$ cat src/rtl/pipe_stage_reg.sv
// Parametrised pipeline-stage register with valid/ready handshake, flush, optional
// two-entry skid buffer and saturating stall/flush performance counters.
module pipe_stage_reg #(
  parameter int DATA_W       = 160,
  parameter int SKID         = 1,
  parameter int ZERO_INVALID = 1,
  parameter int CNT_W        = 16
) (
  input  logic              clk,
  input  logic              rst,
  input  logic              flush,
  input  logic              in_valid,
  output logic              in_ready,
  input  logic [DATA_W-1:0] in_data,
  output logic              out_valid,
  input  logic              out_ready,
  output logic [DATA_W-1:0] out_data,
  output logic [1:0]        occupancy,
  output logic [CNT_W-1:0]  stall_cnt,
  output logic [CNT_W-1:0]  flush_cnt
);

  function automatic logic [CNT_W-1:0] sat_inc(input logic [CNT_W-1:0] cnt);
    return (&cnt) ? cnt : cnt + CNT_W'(1);
  endfunction

  logic              vld_p1;
  logic [DATA_W-1:0] main_p1;
  logic [1:0]        occ_p1;
  logic              in_fire;
  logic              out_fire;

  assign in_fire  = in_valid & in_ready & ~flush;
  assign out_fire = vld_p1 & out_ready;

  generate
    if (SKID != 0) begin : g_skid
      typedef enum logic [1:0] {EMPTY, BUSY, FULL} state_t;

      state_t            state;
      logic [DATA_W-1:0] skid_p1;
      logic              rdy_p1;

      // Stage boundary: main holds the head payload, skid the overflow entry.
      // in_ready comes straight from rdy_p1, so no combinational path from out_ready.
      always_ff @(posedge clk or posedge rst) begin
        if (rst) begin
          state   <= EMPTY;
          main_p1 <= '0;
          skid_p1 <= '0;
          vld_p1  <= 1'b0;
          occ_p1  <= 2'd0;
          rdy_p1  <= 1'b0;
        end else if (flush) begin
          state   <= EMPTY;
          main_p1 <= '0;
          skid_p1 <= '0;
          vld_p1  <= 1'b0;
          occ_p1  <= 2'd0;
          rdy_p1  <= 1'b1;
        end else begin
          case (state)
            EMPTY: begin
              rdy_p1 <= 1'b1;
              if (in_fire) begin
                state   <= BUSY;
                main_p1 <= in_data;
                vld_p1  <= 1'b1;
                occ_p1  <= 2'd1;
              end
            end
            BUSY: begin
              rdy_p1 <= 1'b1;
              if (in_fire && out_fire) begin
                main_p1 <= in_data;
              end else if (in_fire) begin
                state   <= FULL;
                skid_p1 <= in_data;
                occ_p1  <= 2'd2;
                rdy_p1  <= 1'b0;
              end else if (out_fire) begin
                state  <= EMPTY;
                vld_p1 <= 1'b0;
                occ_p1 <= 2'd0;
              end
            end
            FULL: begin
              if (out_fire) begin
                state   <= BUSY;
                main_p1 <= skid_p1;
                occ_p1  <= 2'd1;
                rdy_p1  <= 1'b1;
              end
            end
            default: begin
              state   <= EMPTY;
              main_p1 <= '0;
              skid_p1 <= '0;
              vld_p1  <= 1'b0;
              occ_p1  <= 2'd0;
              rdy_p1  <= 1'b1;
            end
          endcase
        end
      end

      assign in_ready = rdy_p1;
    end else begin : g_single
      logic rdy_en_p1;

      // Stage boundary: single entry; rdy_en_p1 holds in_ready low until the first
      // clock after reset release.
      always_ff @(posedge clk or posedge rst) begin
        if (rst) begin
          main_p1   <= '0;
          vld_p1    <= 1'b0;
          rdy_en_p1 <= 1'b0;
        end else begin
          rdy_en_p1 <= 1'b1;
          if (flush) begin
            main_p1 <= '0;
            vld_p1  <= 1'b0;
          end else if (in_fire) begin
            main_p1 <= in_data;
            vld_p1  <= 1'b1;
          end else if (out_fire) begin
            vld_p1 <= 1'b0;
          end
        end
      end

      assign occ_p1   = {1'b0, vld_p1};
      assign in_ready = rdy_en_p1 & (~vld_p1 | out_ready);
    end
  endgenerate

  // Performance counters, saturating, cleared only by reset.
  always_ff @(posedge clk or posedge rst) begin
    if (rst) begin
      stall_cnt <= '0;
      flush_cnt <= '0;
    end else begin
      if (vld_p1 && !out_ready) stall_cnt <= sat_inc(stall_cnt);
      if (flush)                flush_cnt <= sat_inc(flush_cnt);
    end
  end

  assign out_valid = vld_p1;
  assign occupancy = occ_p1;
  assign out_data  = (ZERO_INVALID != 0 && !vld_p1) ? '0 : main_p1;

endmodule

$ cat config.mk
export PLATFORM = sky130hd
export DESIGN_NAME = pipe_stage_reg
export DESIGN_NICKNAME = d
export VERILOG_FILES = /design/src/rtl/pipe_stage_reg.sv
export SDC_FILE = /design/constraint.sdc
export NUM_CORES = 1
export LEC_CHECK = 0
export ABC_CLOCK_PERIOD_IN_PS = 23300
export CORE_AREA = 5 5 219 221
export CTS_CLUSTER_SIZE = 30
export DETAILED_ROUTE_END_ITERATION = 10
export DIE_AREA = 0 0 224 226
export GPL_TIMING_DRIVEN = 0
export PLACE_DENSITY = 0.73
export SETUP_SLACK_MARGIN = 0.15
export SKIP_CTS_REPAIR_TIMING = 1
export SLEW_MARGIN = 10
export SYNTH_ARGS = -nofsm -noshare
export SYNTH_HDL_FRONTEND = slang
export SYNTH_SLANG_ARGS = --single-unit
$ cat constraint.sdc
create_clock -name clk -period 23.3 [get_ports clk]
set_input_delay 5.825 -clock clk [delete_from_list [all_inputs] [get_ports clk]]
set_output_delay 5.825 -clock clk [all_outputs]
set_load 0.05 [all_outputs]
Word level (Yosys, flattened, before mapping)
Cells that the tools add are included.
{"block": "word_totals", "in_bits": 165, "regBits": 356, "output_inout_bits": 196, "wordCells": 67}
{"block": "classes", "n_bitwise": 6, "reduce_logical": 13, "n_mux": 27, "add_sub_neg": 2, "n_eq_ne": 12}
{"op": "160-bit 2-to-1 mux", "n": 7}
{"op": "160-bit one-hot mux with 3 select lines", "n": 1}
{"op": "160-bit one-hot mux with 2 select lines", "n": 1}
{"op": "16-bit by 1-bit adder with 16-bit output (second input constant)", "n": 2}
{"op": "16-bit AND reduction", "n": 2}
{"op": "3-bit != test (second input constant)", "n": 7}
{"op": "2-bit 2-to-1 mux", "n": 6}
{"op": "1-bit 2-to-1 mux", "n": 9}
{"op": "2-bit one-hot mux with 3 select lines", "n": 1}
{"op": "3-bit AND reduction", "n": 2}
{"op": "5-bit AND reduction", "n": 1}
{"op": "4-bit != test (second input constant)", "n": 1}
{"op": "2-bit AND reduction", "n": 2}
{"op": "4-bit AND reduction", "n": 1}
{"op": "1-bit AND", "n": 3}
{"op": "1-bit NOT", "n": 3}
{"op": "1-bit one-hot mux with 3 select lines", "n": 1}
{"op": "2-bit by 1-bit == test with 1-bit output (second input constant)", "n": 1}
{"op": "2-bit == test (second input constant)", "n": 1}
{"op": "1-bit logical AND", "n": 2}
{"op": "2-bit zero test", "n": 1}
{"op": "2-bit by 1-bit != test with 1-bit output (second input constant)", "n": 1}
{"op": "2-bit != test (second input constant)", "n": 1}
{"op": "1-bit one-hot mux with 2 select lines", "n": 1}
{"op": "2 further kinds", "n": 2}

Logic depth before layout (Yosys ltp)
Gate-level depths: netlist (run 1).
{"block": "depth", "depth_word": 6, "ltp_mapped": 7, "ltp_nobuf": 5}

Worst setup path after synthesis (run 1)
Ideal clock, no wire load.
{"block": "synth_timing", "path_kind": "flip-flop to output port", "startpoint": "register vld_p1, in the netlist out_valid", "endpoint": "output port out_data[159]", "path_stages_with_launch": 5, "slack_ps": 15589, "arrival_ps": 1886, "required_ps": 17475, "path_cell_list": "dfrtp_1 clkbuf_1 clkbuf_1 clkbuf_1 and2_1"}
{"block": "synth_via", "elab_chain_len": 1}
{"item": "start: declaration", "line": "27", "text": "logic vld_p1;"}
{"item": "start signal: assignment", "line": "51", "text": "vld_p1 <= 1'b0;"}
{"item": "start signal: assignment", "line": "58", "text": "vld_p1 <= 1'b0;"}
{"item": "start signal: assignment", "line": "68", "text": "vld_p1 <= 1'b1;"}
{"item": "160-bit 2-to-1 mux", "line": "150", "text": "assign out_data = (ZERO_INVALID != 0 && !vld_p1) ? '0 : main_p1;"}
{"item": "end: declaration", "line": "17", "text": "output logic [DATA_W-1:0] out_data,"}
Every way passes these cells.

Final worst setup path (run 1)
{"block": "layout_timing", "startpoint": "register vld_p1, in the netlist out_valid", "endpoint": "output port out_data[153]"}
The elaborated chain is that of the path after synthesis.

==> results of run 1 <==
==> flip-flops by register name, summed over array words and instances, names as in the netlist <==
signal,flops
g_skid.skid_p1,160
stall_cnt,16
g_skid.state,2
main_p1,160
flush_cnt,16
in_ready,1
out_valid,1
==> worst reg2reg max path, stage by stage, from the launching register on <==
cell and delay [ns]:
dfrtp_1 0.48, nor2_1 0.54, clkbuf_1 0.78, clkbuf_1 0.54
and3_1 0.24, mux2_2 0.14
==> area by class of cell <==
type	instances	area, µm²	share of cell area, %
Antenna cell	4	10.0	0.0435
Buffer	119	623	2.71
Clock buffer	65	1230	5.33
Clock inverter	6	155	0.675
Inverter	2	15.0	0.0653
Multi-Input combinational cell	900	7610	33.1
Sequential cell	356	8910	38.7
Tap cell	607	759	3.30
Timing Repair Buffer	363	3690	16.0
==> placed cells by master (no fill, tap or decap), types with 3 or more instances in the layout <==
cell type / netlist / routed
a21oi_1: 5 / 5
a22o_1: 196 / 196
and2_1: 161 / 161
and3_1: 127 / 127
buf_16: 0 / 3
buf_2: 30 / 30
buf_4: 3 / 3
buf_6: 17 / 17
bufinv_16: 0 / 5
clkbuf_1: 67 / 80
clkbuf_16: 0 / 41
clkbuf_8: 0 / 11
clkdlybuf4s50_1: 0 / 360
dfrtp_1: 356 / 356
diode_2: 0 / 4
mux2_1: 114 / 114
mux2_2: 173 / 173
nand2_1: 18 / 18
nand2b_1: 4 / 4
nand3_1: 9 / 9
nand4_1: 9 / 9
nor2_1: 10 / 10
nor3_1: 5 / 5
nor4_1: 9 / 9
xnor2_1: 9 / 9
xor2_1: 17 / 17
==> worst min-delay path by stage <==
| stage | from | end | slack, ns |
|---|---|---|---|
| after floorplan | main_p1[0]$_DFFE_PP0P_ | main_p1[0]$_DFFE_PP0P_ | 0.45 |
| after global placement | main_p1[9]$_DFFE_PP0P_ | main_p1[9]$_DFFE_PP0P_ | 0.46 |
| after detailed placement | main_p1[148]$_DFFE_PP0P_ | main_p1[148]$_DFFE_PP0P_ | 0.47 |
| after CTS | main_p1[148]$_DFFE_PP0P_ | main_p1[148]$_DFFE_PP0P_ | 0.48 |
| after global routing | main_p1[147]$_DFFE_PP0P_ | main_p1[147]$_DFFE_PP0P_ | 0.49 |
| final | main_p1[0]$_DFFE_PP0P_ | main_p1[0]$_DFFE_PP0P_ | 0.47 |
==> routing by layer <==
metal  share of wire (%)  up-vias
li1                    -     5837
met1                  42     6490
met2                  49      329
met3                 6.0       74
met4                 2.9        2
met5               0.026        -
==> synth_stat cells, drive strengths merged, types with 6 or more instances <==
library cell and number:
xor2 17, mux2 287, clkbuf 67, buf 52, and2 161, a22o 196, nand2 18, dfrtp 356
nor3 6, nor4 10, xnor2 9, nor2 11, a21oi 7, nand4 9, nand3 9, and3 127
==> cell families (layout without fill, tap and decap cells) <==
logic type | after synthesis | in the layout | share of synthesized area [%]
DFF | 356 | 356 | 51.9
and+or+nand+nor | 367 | 367 | 13.1
other | 0 | 4 | 0
AOI/OAI and AO/OA | 217 | 217 | 10.9
xor gates and xnor gates | 26 | 26 | 1.33
adders and majority gates | 2 | 2 | 0.146
muxes | 288 | 288 | 18.9
buffers and inverters | 121 | 555 | 3.68
==> report_power, final <==
| part | leakage, nW | total (mW) | switching (mW) | internal (mW) |
|---|---|---|---|---|
| clock network | 0.674 | 0.662 | 0.249 | 0.413 |
| registers | 4.75 | 0.716 | 0.0390 | 0.677 |
| logic | 5.41 | 0.406 | 0.238 | 0.168 |
==> reports/results.ini, run 1 <==
[outcome]
status = completed

[timing]
setup_viol = 0
rsz0062_at_grt = false
hold_violations = 0
layout_setup_ws_ns = 13.54
max_slew_margin_pct = 36.4
setup_tns_ns = 0
timing.fmax_ghz = 0.102
post-route-min-period_ns = 9.76
worstMarginPinSlew_ns = 0.954
period_share_pct = 41.9
final-max-slew-violation-count = 0
hold_slack_ns = 0.475
fin_skew_ns = 0.0136

[critical_path]
r2r_start = g_skid.state[1]$_DFFE_PP0P_
arrival_ns = 3.94
crit_type = reg -> out
reg2reg_to = g_skid.skid_p1[138]$_DFFE_PP0P_
end_kind = output port
critPathMaxStageDelay_ns = 0.85
cp.depth = 5
cp.required_ns = 17.48
path_cells = clkbuf_1 > clkbuf_1 > clkbuf_1 > and2_1 > clkdlybuf4s50_1
critPathMostFrequentCell = clkbuf_1
critical_path.n_buffers_inverters = 4
r2r_slack_ns = 20.53
start_kind = flop
crit_fanout = 10
reg2regPathDepth = 5
crit_family = buffers and inverters
crit_start = out_valid$_DFFE_PP0P_
crit_path_top_delay_cell = clkdlybuf4s50_1
crit_end = out_data[153]

[clocking]
tritoncts = built
clockBufferDepth = 3
htree_levels = 2
cts.sinks = 356
cts_made_buffers = 41
insertion_delay_ns = 0.55
cts_root_buffer = clkbuf_16
path_clk_slew_ns = 0.05

[synthesis]
async_flop_share_pct = 100
ys_ff_latch = 356
netlist.area_leader.share_pct = 51.9
yosysTopAreaCell = dfrtp_1
synth_cells = 1377
ys_warn_count = 0
netlist_area_um2 = 17200
yosys-top-cells-area = dfrtp_1 52%, mux2_2 11%, a22o_1 10%
syn_nets = 1544
syn_avg_cell_area_um2 = 12.5
yosysSeqAreaShare_pct = 51.9
ys_types = 49
synth_edf_count = 0
synth_flop_cell = dfrtp_1

[floorplan]
core_um2 = 46000
num_rows = 79
die_x_um = 224
ios = 361
fp.dieH_um = 226
start_util_pct = 37.3
dieArea_um2 = 50600

[placed_design]
place_hpwl_mm = 36.7
dp.cells = 2347
place_area_um2 = 21600
place_congestion = 0.801
io_buffer_count = 360
post-place-ws_ns = 14.00

[pwr]
power.total_mw = 1.78
ir_drop_uv = 70.4
power_density_nw_per_um2 = 77.6
power_leakage_nw = 10.8

[min_path]
whs_path_depth = 1
hp-class = reg -> reg

[final_layout]
final_util_pct = 50.0
drive_above_1_share_pct = 16.3
area_growth_pct = 34.1
fill_cells = 4045
final_cell_count_no_fill = 2422
fin_area_um2 = 23000
fin_nets = 1950

[drt]
vias_per_cell = 5.26
wl_mm = 50.1
dr.first_iter.drc_count = 582
vias = 12700
drc_errors = 0
wl_per_cell_um = 20.7
dr.pass1.iters = 5
antenna_left = 0

[grt]
grt_pass1_wl_mm = 77.1
grt_usage_pct = 19.2
grt_pass1_vias = 13500
top_usage_layer = met2
grt_start_max_net_pins = 118
grt_overflow_total = 0
grt_use_met3_pct = 4.35
use_met1_pct = 24.5
antenna_found_initial = 4
grtUsageMet2_pct = 32.6

[flow_run]
drv_cap = 0

No activity file was read; power rests on OpenSTA's default activity.
==> run 2: changes to the inputs <==
--- a/config.mk
+++ b/config.mk
@@ -5,7 +5,7 @@
 export SDC_FILE = /design/constraint.sdc
 export NUM_CORES = 1
 export LEC_CHECK = 0
-export ABC_CLOCK_PERIOD_IN_PS = 23300
+export ABC_CLOCK_PERIOD_IN_PS = 9600
 export CORE_AREA = 5 5 219 221
 export CTS_CLUSTER_SIZE = 30
 export DETAILED_ROUTE_END_ITERATION = 10
==> constraint.sdc (replaced) <==
create_clock -name clk -period 9.6 [get_ports clk]
set_input_delay 2.4 -clock clk [delete_from_list [all_inputs] [get_ports clk]]
set_output_delay 2.4 -clock clk [all_outputs]
set_load 0.05 [all_outputs]
==> run 2 against run 1 <==
Net effect:
- worst setup slack lost 10 ns
- critical path depth stayed put
- first-iteration DRC count rose by 24%
- cell count grew 0.25%
- hold slack improved by 0.0012 ns
- clock skew barely moved
- final area fell by 0.18%
- utilization down 0.090 points
- sequential power up 140%
- die area is the same
- sequential share of layout area rose by 0.070 points
- clock-buffer cell count down 7
==> reports/results.ini, run 2 (synthesis gave the netlist of run 1 again) <==
[outcome]
status = completed

[drt]
vias = 12800
route.met2.wl_mm = 24.3
highest_layer = met5
wl_met1_mm = 21.3
vias_per_cell = 5.27
dr.pass1.iters = 5
wl_mm = 49.9
wl_per_cell_um = 20.6
dr.first_iter.drc_count = 719
drc_errors = 0
wl_met3_mm = 2.95
antenna_left = 0

[final_layout]
area_growth_pct = 33.8
multi_input_area_um2 = 7610
reg_top3 = g_skid.skid_p1 (160), main_p1 (160)
layout_common_cells = 360 x clkdlybuf4s50_1, 356 x dfrtp_1, 196 x a22o_1
fin_nets = 1957
final_common_cell = clkdlybuf4s50_1
final_cell_count_no_fill = 2428
regArea_um2 = 8910
fill_cells = 4118
drive_above_1_share_pct = 16.5

[clocking]
htree_levels = 2
clockBufferDepth = 3
cts_made_buffers = 41
cts_root_buffer = clkbuf_16
cts.sinks = 356
path_clk_slew_ns = 0.06
insertion_delay_ns = 0.54
tritoncts = built

[grt]
grt_overflow_total = 0
antenna_found_initial = 4
grt_start_max_net_pins = 39
grt_pass1_vias = 13400
grt_pass1_wl_mm = 77.0
grt_usage_pct = 19.1

[min_path]
whs_path_depth = 1
hp-class = reg -> reg
min_from = main_p1[153]$_DFFE_PP0P_

[placed_design]
dp.cells = 2354
place_congestion = 0.817
io_buffer_count = 360
place_hpwl_mm = 37.2
post-place-ws_ns = 3.61

[floorplan]
core_um2 = 46000
ios = 361
die_x_um = 224
fp.dieH_um = 226
num_rows = 79
dieArea_um2 = 50600
start_util_pct = 37.3

[critical_path]
crit_type = reg -> out
reg2regPathDepth = 5
start_kind = flop
cp.required_ns = 7.20
crit_fanout = 10
crit_start = out_valid$_DFFE_PP0P_
r2r_start = g_skid.state[1]$_DFFE_PP0P_
end_kind = output port
arrival_ns = 4.06

[timing]
post-route-min-period_ns = 6.46
layout_setup_ws_ns = 3.14
final-max-slew-violation-count = 0
setup_viol = 0
hold_slack_ns = 0.476
hold_violations = 0
setup_tns_ns = 0
period_share_pct = 67.3
fin_skew_ns = 0.0131
worstMarginPinSlew_ns = 0.998
rsz0062_at_grt = false
timing.fmax_ghz = 0.155
max_slew_margin_pct = 33.5

[pwr]
clkPwrFrac_pct = 34.6
p_int_mw = 2.90
p_sw_mw = 1.28
power_density_nw_per_um2 = 182
power_leakage_nw = 10.8
seqPwrFrac_pct = 41.6
ir_drop_uv = 139
combPwrFrac_pct = 23.8
swShare_pct = 30.7
power.total_mw = 4.18

[flow_run]
drv_cap = 0

==> run 2: changes by cell type in the layout (fill, tap and decap cells not counted), moves of 2 or more <==
cell / delta
bufinv_16: -5
buf_16: -3
clkbuf_8: -8
clkbuf_16: +2
diode_2: +2
buf_12: +10
clkinv_2: +6
clkinvlp_4: +3
==> run 2: final timing paths <==
path,to,slack [ns]
max,out_data[121],3.14
min,main_p1[153]$_DFFE_PP0P_,0.48
max reg2reg,g_skid.skid_p1[141]$_DFFE_PP0P_,6.90
min reg2reg,main_p1[153]$_DFFE_PP0P_,0.48
max in group asynchronous,main_p1[131]$_DFFE_PP0P_,5.76
min in group asynchronous,stall_cnt[11]$_DFFE_PP0P_,2.25
==> run 2: final cells by class <==
class | instances | area share, %
Clock buffer | 58 | 5.06
Antenna cell | 6 | 0.0654
Inverter | 2 | 0.0491
Tap cell | 607 | 3.31
Buffer | 119 | 2.71
Multi-Input combinational cell | 900 | 33.2
Timing Repair Buffer | 370 | 16.6
Sequential cell | 356 | 38.8
Clock inverter | 10 | 0.256
==> run 2: critical path: stages, from the launching register on <==
cell and delay, ns:
dfrtp_1 0.49, clkbuf_1 0.75, clkbuf_1 0.81, clkbuf_1 0.39, and2_1 0.24, clkdlybuf4s50_1 0.82
==> run 2: power by group through the flow <==
| stage | sequential (mW) | combinational (mW) | clock (mW) |
|---|---|---|---|
| 6_report | 1.74 | 0.994 | 1.45 |
| 5_1_grt | 1.75 | 1.06 | 1.54 |
| 4_1_cts | 1.74 | 1.01 | 1.49 |
| 3_5_place_dp | 1.76 | 1.00 | 0 |
| 3_3_place_gp | 1.76 | 0.977 | 0 |
| 2_1_floorplan | 1.82 | 0.556 | 0 |
==> run 2: routing by layer <==
metal	track usage, %	vias to the layer above
met2	31.7	346
met3	4.37	75
met1	24.8	6520
met4	6.84	2
li1	-	5846
met5	0	-
==> run 2: stage by stage <==
stage                     utilization [%]  cell area (µm²)
after floorplan                         -            17200
after global placement               46.8            21500
after detailed placement             47.2            21700
after CTS                            49.9            22900
after global routing                 49.9            22900
final                                49.9            23000
==> run 3: changes to the inputs <==
--- a/config.mk
+++ b/config.mk
@@ -5,13 +5,13 @@
 export SDC_FILE = /design/constraint.sdc
 export NUM_CORES = 1
 export LEC_CHECK = 0
-export ABC_CLOCK_PERIOD_IN_PS = 9600
+export ABC_CLOCK_PERIOD_IN_PS = 5800
 export CORE_AREA = 5 5 219 221
 export CTS_CLUSTER_SIZE = 30
 export DETAILED_ROUTE_END_ITERATION = 10
 export DIE_AREA = 0 0 224 226
 export GPL_TIMING_DRIVEN = 0
-export PLACE_DENSITY = 0.73
+export PLACE_DENSITY = 0.75
 export SETUP_SLACK_MARGIN = 0.15
 export SKIP_CTS_REPAIR_TIMING = 1
 export SLEW_MARGIN = 10
==> constraint.sdc (replaced) <==
create_clock -name clk -period 5.8 [get_ports clk]
set_input_delay 1.45 -clock clk [delete_from_list [all_inputs] [get_ports clk]]
set_output_delay 1.45 -clock clk [all_outputs]
set_load 0.05 [all_outputs]
==> run 3 against run 2 <==
Net effect:
- first-iteration DRC count is 15% lower
- total power is 68% higher
- clock skew is 0.0032 ns lower
- flip-flop and latch count stayed put
- critical path depth stayed put
- clock power is 72% higher
- combinational power is 66% higher
- cell count hardly changed
- critical path type unchanged
- critical endpoint is now out_data[157]
- largest power group unchanged
- highest routed layer unchanged
==> reports/results.ini, run 3 (synthesis gave the netlist of run 1 again) <==
[timing]
max_slew_margin_pct = 31.7
rsz0062_at_grt = false
setup_viol = 0
period_share_pct = 92.9
hold_violations = 0
final-max-slew-violation-count = 0
hold_slack_ns = 0.474
fin_skew_ns = 0.00989
post-route-min-period_ns = 5.39
worstMarginPinSlew_ns = 1.03
setup_tns_ns = 0
timing.fmax_ghz = 0.186

[final_layout]
fin_nets = 1958
fill_cells = 4047
reg_top3 = g_skid.skid_p1 (160), main_p1 (160)
drive_above_1_share_pct = 16.7
area_growth_pct = 34.4
fin_area_um2 = 23100
layout_common_cells = 360 x clkdlybuf4s50_1, 356 x dfrtp_1, 196 x a22o_1
final_common_cell = clkdlybuf4s50_1
final_util_pct = 50.2
final_cell_count_no_fill = 2430

[drt]
vias_per_cell = 5.31
vias = 12900
antenna_left = 0
drc_errors = 0
wl_per_cell_um = 20.8
dr.pass1.iters = 5
dr.first_iter.drc_count = 612
wl_mm = 50.5

[floorplan]
core_um2 = 46000
fp.dieH_um = 226
dieArea_um2 = 50600
ios = 361
start_util_pct = 37.3
die_x_um = 224
num_rows = 79

[pwr]
power_density_nw_per_um2 = 305
ir_drop_uv = 202
power_leakage_nw = 10.9

[min_path]
hp-class = reg -> reg

[placed_design]
dp.cells = 2355
place_area_um2 = 21700
io_buffer_count = 360
place_hpwl_mm = 37.5
place_congestion = 0.818

[grt]
grt_usage_pct = 19.5
grt_pass1_wl_mm = 78.1
grt_pass1_vias = 13500
grt_overflow_total = 0
antenna_found_initial = 4
grt_start_max_net_pins = 40

[flow_run]
drv_cap = 0

[critical_path]
arrival_ns = 3.94
crit_type = reg -> out
start_kind = flop
cp.required_ns = 4.35
crit_fanout = 10
end_kind = output port

[clocking]
clockBufferDepth = 3
cts_root_buffer = clkbuf_16
htree_levels = 2
path_clk_slew_ns = 0.06
insertion_delay_ns = 0.55
cts_made_buffers = 41
tritoncts = built
cts.sinks = 356

[outcome]
status = completed

## run 3: cell count changes in the layout (fill, tap and decap cells not counted)
| cell | previous run | this run |
|---|---|---|
| diode_2 | 6 | 1 |
| clkbuf_8 | 3 | 7 |
| clkbuf_1 | 79 | 81 |
| clkinvlp_4 | 3 | 1 |
| buf_1 | 2 | 3 |
| buf_16 | 0 | 1 |
| bufinv_16 | 0 | 1 |
| clkinv_2 | 7 | 6 |
| clkinv_4 | 0 | 1 |
## run 3: power breakdown
| part | internal [mW] | switching [mW] | leakage, nW | total [mW] |
|---|---|---|---|---|
| registers | 2.72 | 0.151 | 4.75 | 2.87 |
| logic | 0.685 | 0.966 | 5.47 | 1.65 |
| clock network | 1.50 | 1.00 | 0.644 | 2.50 |
| total | 4.90 | 2.12 | 10.9 | 7.02 |
## run 3: routing by layer
layer | track usage, % | vias up | part of all wire (%)
met5 | 0 | - | 0.081
met4 | 5.73 | 6 | 2.6
met3 | 5.41 | 84 | 6.5
met2 | 32.6 | 379 | 49
met1 | 24.9 | 6568 | 42
li1 | - | 5857 | -
## run 3: area by class of cell
cell class / instances / area [µm²] / area share, %
Antenna cell: 1 / 2.50 / 0.0109
Multi-Input combinational cell: 900 / 7610 / 33.0
Clock buffer: 65 / 1230 / 5.33
Tap cell: 607 / 759 / 3.29
Buffer: 119 / 623 / 2.70
Timing Repair Buffer: 371 / 3830 / 16.6
Inverter: 2 / 11.3 / 0.0488
Sequential cell: 356 / 8910 / 38.6
Clock inverter: 9 / 77.6 / 0.336
## run 3: final timing paths
path,slack (ns),to,from,depth (start not counted)
worst max-delay path,0.41,out_data[157],out_valid$_DFFE_PP0P_,5
worst min-delay path,0.47,main_p1[149]$_DFFE_PP0P_,main_p1[149]$_DFFE_PP0P_,1
worst max register to register,3.08,g_skid.skid_p1[140]$_DFFE_PP0P_,g_skid.state[1]$_DFFE_PP0P_,5
worst min register to register,0.47,main_p1[149]$_DFFE_PP0P_,main_p1[149]$_DFFE_PP0P_,1
max in group asynchronous,2.89,main_p1[114]$_DFFE_PP0P_,rst,7
min in group asynchronous,1.35,flush_cnt[5]$_DFFE_PP0P_,rst,2
## run 3: per-stage QoR
stage	worst slack (ns)	total power, mW
6_report	0.412	7.02
5_1_grt	0.198	7.35
4_1_cts	0.178	7.12
3_5_place_dp	0.797	4.58
3_3_place_gp	-2.84	4.52
2_1_floorplan	-0.420	3.93
## run 3: critical path, stage by stage, from the launching register on
cell	delay [ns]
dfrtp_1	0.43
clkbuf_1	0.67
buf_1	0.83
clkbuf_1	0.39
and2_1	0.23
clkdlybuf4s50_1	0.83
